**src/rtl/solar_pkg.sv**
```systemverilog
// Shared types and constants for the solar panel sample scheduler.
// Holds the FSM state encoding, converter timeout and fault-count limit.
package solar_pkg;

    typedef enum logic [2:0] {
        S_IDLE,
        S_WAIT_PERIOD,
        S_SETTLE,
        S_CONVERT,
        S_EVAL
    } state_e;

    localparam int TIMEOUT_CYC = 255;
    localparam int FAULT_LIMIT = 3;

endpackage

```
**src/rtl/solar_fault_track.sv**
```systemverilog
// Per-channel low-output counters and sticky fault flags.
// A same-cycle fault set beats a software clear.
module solar_fault_track
    import solar_pkg::*;
#(
    parameter int NUM_CH = 4,
    parameter int DATA_W = 8,
    localparam int CH_W = (NUM_CH > 1) ? $clog2(NUM_CH) : 1
) (
    input  logic              clk_i,
    input  logic              rst_ni,
    input  logic              eval_i,
    input  logic [CH_W-1:0]   ch_i,
    input  logic [DATA_W-1:0] data_i,
    input  logic [DATA_W-1:0] threshold_i,
    input  logic [NUM_CH-1:0] clr_i,
    output logic [NUM_CH-1:0] fault_o,
    output logic              irq_o
);

    localparam logic [1:0] LIMIT = 2'(FAULT_LIMIT);

    logic [1:0]        cnt_q [NUM_CH];
    logic [1:0]        cnt_d [NUM_CH];
    logic [NUM_CH-1:0] fault_d;

    always_comb begin
        for (int c = 0; c < NUM_CH; c++) begin
            cnt_d[c]   = clr_i[c] ? 2'd0 : cnt_q[c];
            fault_d[c] = fault_o[c] & ~clr_i[c];
            if (eval_i && (ch_i == CH_W'(c))) begin
                if (data_i < threshold_i) begin
                    cnt_d[c] = (cnt_q[c] == LIMIT) ? LIMIT : cnt_q[c] + 2'd1;
                end else begin
                    cnt_d[c] = 2'd0;
                end
                if (cnt_d[c] == LIMIT) begin
                    fault_d[c] = 1'b1;
                end
            end
        end
    end

    always_ff @(posedge clk_i or negedge rst_ni) begin
        if (!rst_ni) begin
            for (int c = 0; c < NUM_CH; c++) begin
                cnt_q[c] <= 2'd0;
            end
            fault_o <= '0;
            irq_o   <= 1'b0;
        end else begin
            for (int c = 0; c < NUM_CH; c++) begin
                cnt_q[c] <= cnt_d[c];
            end
            fault_o <= fault_d;
            irq_o   <= |fault_o;
        end
    end

endmodule

```
**src/rtl/solar_sample_sched.sv**
```systemverilog
// Sweeps panel sensor channels: settle mux, handshake converter, evaluate.
// Define SOLAR_SCHED_AVG_EN to average four conversions per channel.
module solar_sample_sched
    import solar_pkg::*;
#(
    parameter int NUM_CH     = 4,
    parameter int DATA_W     = 8,
    parameter int SETTLE_CYC = 4,
    localparam int CH_W = (NUM_CH > 1) ? $clog2(NUM_CH) : 1
) (
    input  logic              wb_clk_i,
    input  logic              wb_rst_ni,
    input  logic              enable_i,
    input  logic [15:0]       period_i,
    input  logic [DATA_W-1:0] threshold_i,
    output logic [CH_W-1:0]   ch_sel_o,
    output logic              conv_req_o,
    input  logic              conv_ack_i,
    input  logic [DATA_W-1:0] conv_data_i,
    output logic              res_valid_o,
    output logic [CH_W-1:0]   res_ch_o,
    output logic [DATA_W-1:0] res_data_o,
    output logic [NUM_CH-1:0] fault_o,
    input  logic [NUM_CH-1:0] fault_clr_i,
    output logic              timeout_o,
    output logic              irq_o
);

    localparam logic [15:0] SETTLE_LAST = 16'(SETTLE_CYC - 1);
    localparam logic [7:0]  TO_LAST     = 8'(TIMEOUT_CYC - 1);

    state_e          state_q;
    logic [15:0]     cnt_q;
    logic [7:0]      wait_q;
    logic            last_ch;
    logic [CH_W-1:0] adv_ch;
    state_e          adv_state;

`ifdef SOLAR_SCHED_AVG_EN
    logic [DATA_W+1:0] sum_q;
    logic [DATA_W+1:0] sum_d;
    logic [1:0]        avg_q;

    assign sum_d = sum_q + (DATA_W+2)'(conv_data_i);
`endif

    // Where the sweep goes once a channel is finished (EVAL or timeout).
    always_comb begin
        last_ch = (ch_sel_o == CH_W'(NUM_CH - 1));
        adv_ch  = last_ch ? '0 : ch_sel_o + CH_W'(1);
        if (!enable_i) begin
            adv_state = S_IDLE;
        end else if (!last_ch || (period_i == 16'd0)) begin
            adv_state = S_SETTLE;
        end else begin
            adv_state = S_WAIT_PERIOD;
        end
    end

    always_ff @(posedge wb_clk_i or negedge wb_rst_ni) begin
        if (!wb_rst_ni) begin
            state_q     <= S_IDLE;
            ch_sel_o    <= '0;
            conv_req_o  <= 1'b0;
            res_valid_o <= 1'b0;
            res_ch_o    <= '0;
            res_data_o  <= '0;
            timeout_o   <= 1'b0;
            cnt_q       <= '0;
            wait_q      <= '0;
`ifdef SOLAR_SCHED_AVG_EN
            sum_q       <= '0;
            avg_q       <= '0;
`endif
        end else begin
            res_valid_o <= 1'b0;
            timeout_o   <= 1'b0;
            unique case (state_q)
                S_IDLE: begin
                    if (enable_i) begin
                        state_q  <= S_SETTLE;
                        ch_sel_o <= '0;
                        cnt_q    <= '0;
                    end
                end
                S_WAIT_PERIOD: begin
                    if (!enable_i) begin
                        state_q <= S_IDLE;
                    end else if ({1'b0, cnt_q} + 17'd1 >= {1'b0, period_i}) begin
                        state_q <= S_SETTLE;
                        cnt_q   <= '0;
                    end else begin
                        cnt_q <= cnt_q + 16'd1;
                    end
                end
                S_SETTLE: begin
                    if (cnt_q == SETTLE_LAST) begin
                        state_q    <= S_CONVERT;
                        conv_req_o <= 1'b1;
                        wait_q     <= '0;
`ifdef SOLAR_SCHED_AVG_EN
                        sum_q      <= '0;
                        avg_q      <= '0;
`endif
                    end else begin
                        cnt_q <= cnt_q + 16'd1;
                    end
                end
                S_CONVERT: begin
                    if (!conv_req_o) begin
                        conv_req_o <= 1'b1;
                        wait_q     <= '0;
                    end else if (conv_ack_i) begin
                        conv_req_o <= 1'b0;
`ifdef SOLAR_SCHED_AVG_EN
                        sum_q <= sum_d;
                        avg_q <= avg_q + 2'd1;
                        if (avg_q == 2'd3) begin
                            state_q     <= S_EVAL;
                            res_valid_o <= 1'b1;
                            res_ch_o    <= ch_sel_o;
                            res_data_o  <= sum_d[DATA_W+1:2];
                        end
`else
                        state_q     <= S_EVAL;
                        res_valid_o <= 1'b1;
                        res_ch_o    <= ch_sel_o;
                        res_data_o  <= conv_data_i;
`endif
                    end else if (wait_q == TO_LAST) begin
                        // Converter never answered: abandon this channel.
                        conv_req_o <= 1'b0;
                        timeout_o  <= 1'b1;
                        state_q    <= adv_state;
                        ch_sel_o   <= adv_ch;
                        cnt_q      <= '0;
                    end else begin
                        wait_q <= wait_q + 8'd1;
                    end
                end
                S_EVAL: begin
                    state_q  <= adv_state;
                    ch_sel_o <= adv_ch;
                    cnt_q    <= '0;
                end
                default: begin
                    state_q <= S_IDLE;
                end
            endcase
        end
    end

    solar_fault_track #(
        .NUM_CH (NUM_CH),
        .DATA_W (DATA_W)
    ) u_fault (
        .clk_i       (wb_clk_i),
        .rst_ni      (wb_rst_ni),
        .eval_i      (res_valid_o),
        .ch_i        (res_ch_o),
        .data_i      (res_data_o),
        .threshold_i (threshold_i),
        .clr_i       (fault_clr_i),
        .fault_o     (fault_o),
        .irq_o       (irq_o)
    );

endmodule
```
**config.mk**
```make
export PLATFORM = sky130hd
export DESIGN_NAME = solar_sample_sched
export DESIGN_NICKNAME = d
export VERILOG_FILES = /design/src/rtl/solar_pkg.sv /design/src/rtl/solar_fault_track.sv /design/src/rtl/solar_sample_sched.sv
export SDC_FILE = /design/constraint.sdc
export NUM_CORES = 1
export LEC_CHECK = 0
export BUFFER_PORTS_ARGS = -buffer_cell sky130_fd_sc_hd__clkbuf_2
export CAP_MARGIN = 20
export CELL_PAD_IN_SITES_DETAIL_PLACEMENT = 1
export CELL_PAD_IN_SITES_GLOBAL_PLACEMENT = 2
export CORE_ASPECT_RATIO = 2
export CORE_MARGIN = 10
export CORE_UTILIZATION = 35
export DETAILED_ROUTE_END_ITERATION = 10
export PLACE_DENSITY_LB_ADDON = 0.1
export SLEW_MARGIN = 5
export SYNTH_ARGS = -nofsm -noshare
export SYNTH_HDL_FRONTEND = slang
export SYNTH_HIERARCHICAL = 1
export SYNTH_SLANG_ARGS = --single-unit
export TNS_END_PERCENT = 1
```
**constraint.sdc**
```tcl
create_clock -name wb_clk_i -period 3.6 [get_ports wb_clk_i]
set_input_delay 0.72 -clock wb_clk_i [delete_from_list [all_inputs] [get_ports wb_clk_i]]
set_output_delay 0.72 -clock wb_clk_i [all_outputs]
set_load 0.005 [all_outputs]
```
==> flow_metrics.tcl <==
set metrics [dict create \
    rr_endpoint "cnt_q[14]" \
    fin_crit_ns 3.30 \
    insertion_delay_ns 0.30 \
    hold_buffers 0 \
    final_util 0.420 \
    crit_path_max_incr_delay_ns 0.42 \
    setup_violations 0 \
    numCtsBuffers 5 \
    crit_slowest_cell "dfrtp_1" \
    gp_congestion 0.781 \
    fmax_mhz 303 \
    num_rows 53 \
    dieArea_sq_um 15400 \
    ff2ff_setup_slack_ns 0.30 \
    finalWirelength_mm 10.9 \
    gr-usage-met2 0.277 \
    io-pin-count 60 \
    h-tree-depth 2 \
    finClkSkew_ns 0.00830 \
    grtUsageMet1 0.143 \
    ys_seq_area_frac 0.370 \
    p_leak_nw 2.12 \
    syn-num-nets 488 \
    power.density_nw_per_um2 626 \
    min_period_over_period 0.917 \
    fin_setup_tns_ns 0 \
    ys_ff_latch 55 \
    cp_max_fo 6 \
    drt-initial-drc-count 86 \
    first_global_vias 3553 \
    synth-edff-count 0 \
    cp.required_ns 3.79 \
    max-cap-violations 0 \
    nets 550 \
    grt_pass1_wl_mm 18.0 \
    track_usage 0.144 \
    drt_first_pass_iters 4 \
    drive_gt1_frac 0.223 \
    worstSetupEndpointType "flip-flop" \
    clockBufferDepth 2 \
    vdd_ir_drop_max_uv 286 \
    syn-cell-area_sq_um 3720 \
    grt_util_met3 0.0244 \
    synthCells 421 \
    grt_max_degree 25 \
    drtAntennaViolNets 0 \
    rsz0062_at_grt "no" \
    synthFlopType "dfrtp_1" \
    async_flop_share 1.00 \
    dp_hpwl_mm 9.06 \
    area_growth_syn_to_layout_pct 18.2 \
    timing.rr.start "cnt_q[0]" \
    hold_viol 0 \
    initial_core_util 0.355 \
    clock_sinks 55 \
    startpoint_type "flip-flop" \
    yosysWarningCount 6 \
    crit_arrival_ns 3.50 \
    numPortBuffers 59 \
    antenna_found_initial 0 \
    cp_cell_sequence "ha_1 > nand3_1 > inv_1 > nand4_1 > nor2_1 > and3_1 > xnor2_1 > inv_1 > ha_1 > a21o_1 > a21oi_1 > nand3_1 > o32a_4 > o31ai_1" \
    root_buffer "clkbuf_16" \
    drv_slew 0 \
    synth_cell_types 60 \
    avgSynthCellArea_sq_um 8.84 \
    overflow 0 \
    fp.dieH_um 166 \
    antenna_cells 0 \
    post_drt_wl_per_cell_um 17.6 \
    via_per_inst 5.25 \
    r2r_cells 14 \
    slew_headroom 0.478 \
    worstSetupPathType "reg2reg" \
    status "complete, no violations" \
    hold_path.class "in2async" \
    top_usage_layer "met2" \
    cts.clk_slew.worst_paths_ns 0.07 \
    vias 3262 \
    cts_tree "yes" \
    tightest_slew_ns 0.761 \
    core_region_area_sq_um 10500 \
    drcViolationCount 0 \
    fp.dieW_um 92.9 \
]
through the flow:
| stage | power [mW] | setup slack [ns] | hold WS (ns) | instance area (sq um) | instances |
|---|---|---|---|---|---|
| 2_1_floorplan | 1.71 | 0.661 | 0.424 | 3720 | 421 |
| 3_3_place_gp | 2.11 | 0.261 | 0.481 | 4200 | 613 |
| 3_5_place_dp | 2.15 | 0.124 | 0.486 | 4200 | 613 |
| 4_1_cts | 2.80 | 0.107 | 0.462 | 4380 | 621 |
| 5_1_grt | 2.97 | 0.00634 | 0.493 | 4400 | 621 |
| 6_report | 2.76 | 0.299 | 0.438 | 4400 | 621 |
cell usage in the layout, fill, tap and decap left out, types with 6 or more instances in the layout:
cell	Yosys	final
buf_4	0	9
a21oi_1	14	14
o21ai_1	18	18
xor2_1	9	9
ha_1	27	27
clkbuf_2	0	59
nand3_1	14	14
dfrtp_1	55	55
o22ai_1	7	7
or3_1	7	7
nand4_1	8	8
nor4_1	7	7
nand2b_1	6	6
inv_1	46	46
nand2_1	61	61
a21o_1	7	7
o21ai_0	16	16
xnor2_1	9	9
nor2_1	27	27
area by class of cell:
class / instances / area [sq um]
fillers: 1283 / 6080
clock inverters: 2 / 60.1
inverters: 47 / 176
flip-flops and latches: 55 / 1380
multi-input cells: 306 / 2130
clock buffers: 6 / 129
well taps: 137 / 171
repair buffers: 68 / 363
synth_stat cells (all sizes together), types with 4 or more instances:
library cell	count	share of area
a21oi	16	0.026
or3	7	0.012
nand4	8	0.013
a2111oi	4	0.030
buf	7	0.011
nand2	61	0.061
o211ai	5	0.010
a21o	8	0.018
inv	46	0.046
a22oi	5	0.013
xnor2	9	0.021
dfrtp	55	0.37
nor3	7	0.011
nand2b	8	0.015
clkbuf	6	0.0060
ha	27	0.091
nand3	14	0.019
xor2	9	0.021
o22ai	9	0.018
o21ai	38	0.055
nor4	8	0.015
nor2	28	0.029
state kept, by name, summed over array words and instances, names as in the netlist:
name and cells:
res_data_o 8, wait_q 8, ch_sel_o 2, res_ch_o 2, u_fault/cnt_q 8, res_valid_o 1
u_fault/fault_o 4, conv_req_o 1, u_fault/irq_o 1, state_q 3, timeout_o 1, cnt_q 16
worst max-delay path, delay by kind of cell (launching register included):
family,cells,cell delay [ns]
buf+inv,2,0.22
simple gates,5,0.89
flops,1,0.42
fa+ha+maj,2,0.54
xor+xnor,1,0.14
compound gates,4,0.99
report_power, final:
| group | leakage (nW) | switching, mW | internal (mW) |
|---|---|---|---|
| combinational | 1.29 | 0.725 | 0.448 |
| sequential | 0.741 | 0.206 | 0.746 |
| clock | 0.0911 | 0.231 | 0.400 |
| total | 2.12 | 1.16 | 1.59 |
how the worst max path moves through the flow:
stage                            to  slack, ns  startpoint  cells past startpoint
after floorplan            cnt_q[0]       0.66    cnt_q[0]                     15
after global placement     cnt_q[0]       0.26    cnt_q[0]                     15
after detailed placement   cnt_q[0]       0.12    cnt_q[0]                     15
after CTS                  cnt_q[0]       0.11    cnt_q[0]                     15
after global routing       cnt_q[8]      0.006    cnt_q[0]                     16
final                     cnt_q[14]       0.30    cnt_q[0]                     14
metal layers:
metal,routed length [um],part of all wire
met1,4040,0.37
met2,6200,0.57
met3,409,0.037
met4,299,0.027
met5,0,0
timing repair:
item                                    in CTS  in global routing
resized for setup                            0                  3
hold endpoints to repair                     0                  0
buffers inserted                             0                  0
endpoints found under the setup margin       0                  7
kinds of logic after synthesis:
group	count (synthesis)	share of synthesized area
simple gates	160	0.217
compound gates	99	0.210
buf+inv	60	0.0642
flops	55	0.370
fa+ha+maj	27	0.0907
xor+xnor	18	0.0423
mux	2	0.00571
Note: power is estimated with default switching activity, not from simulation.
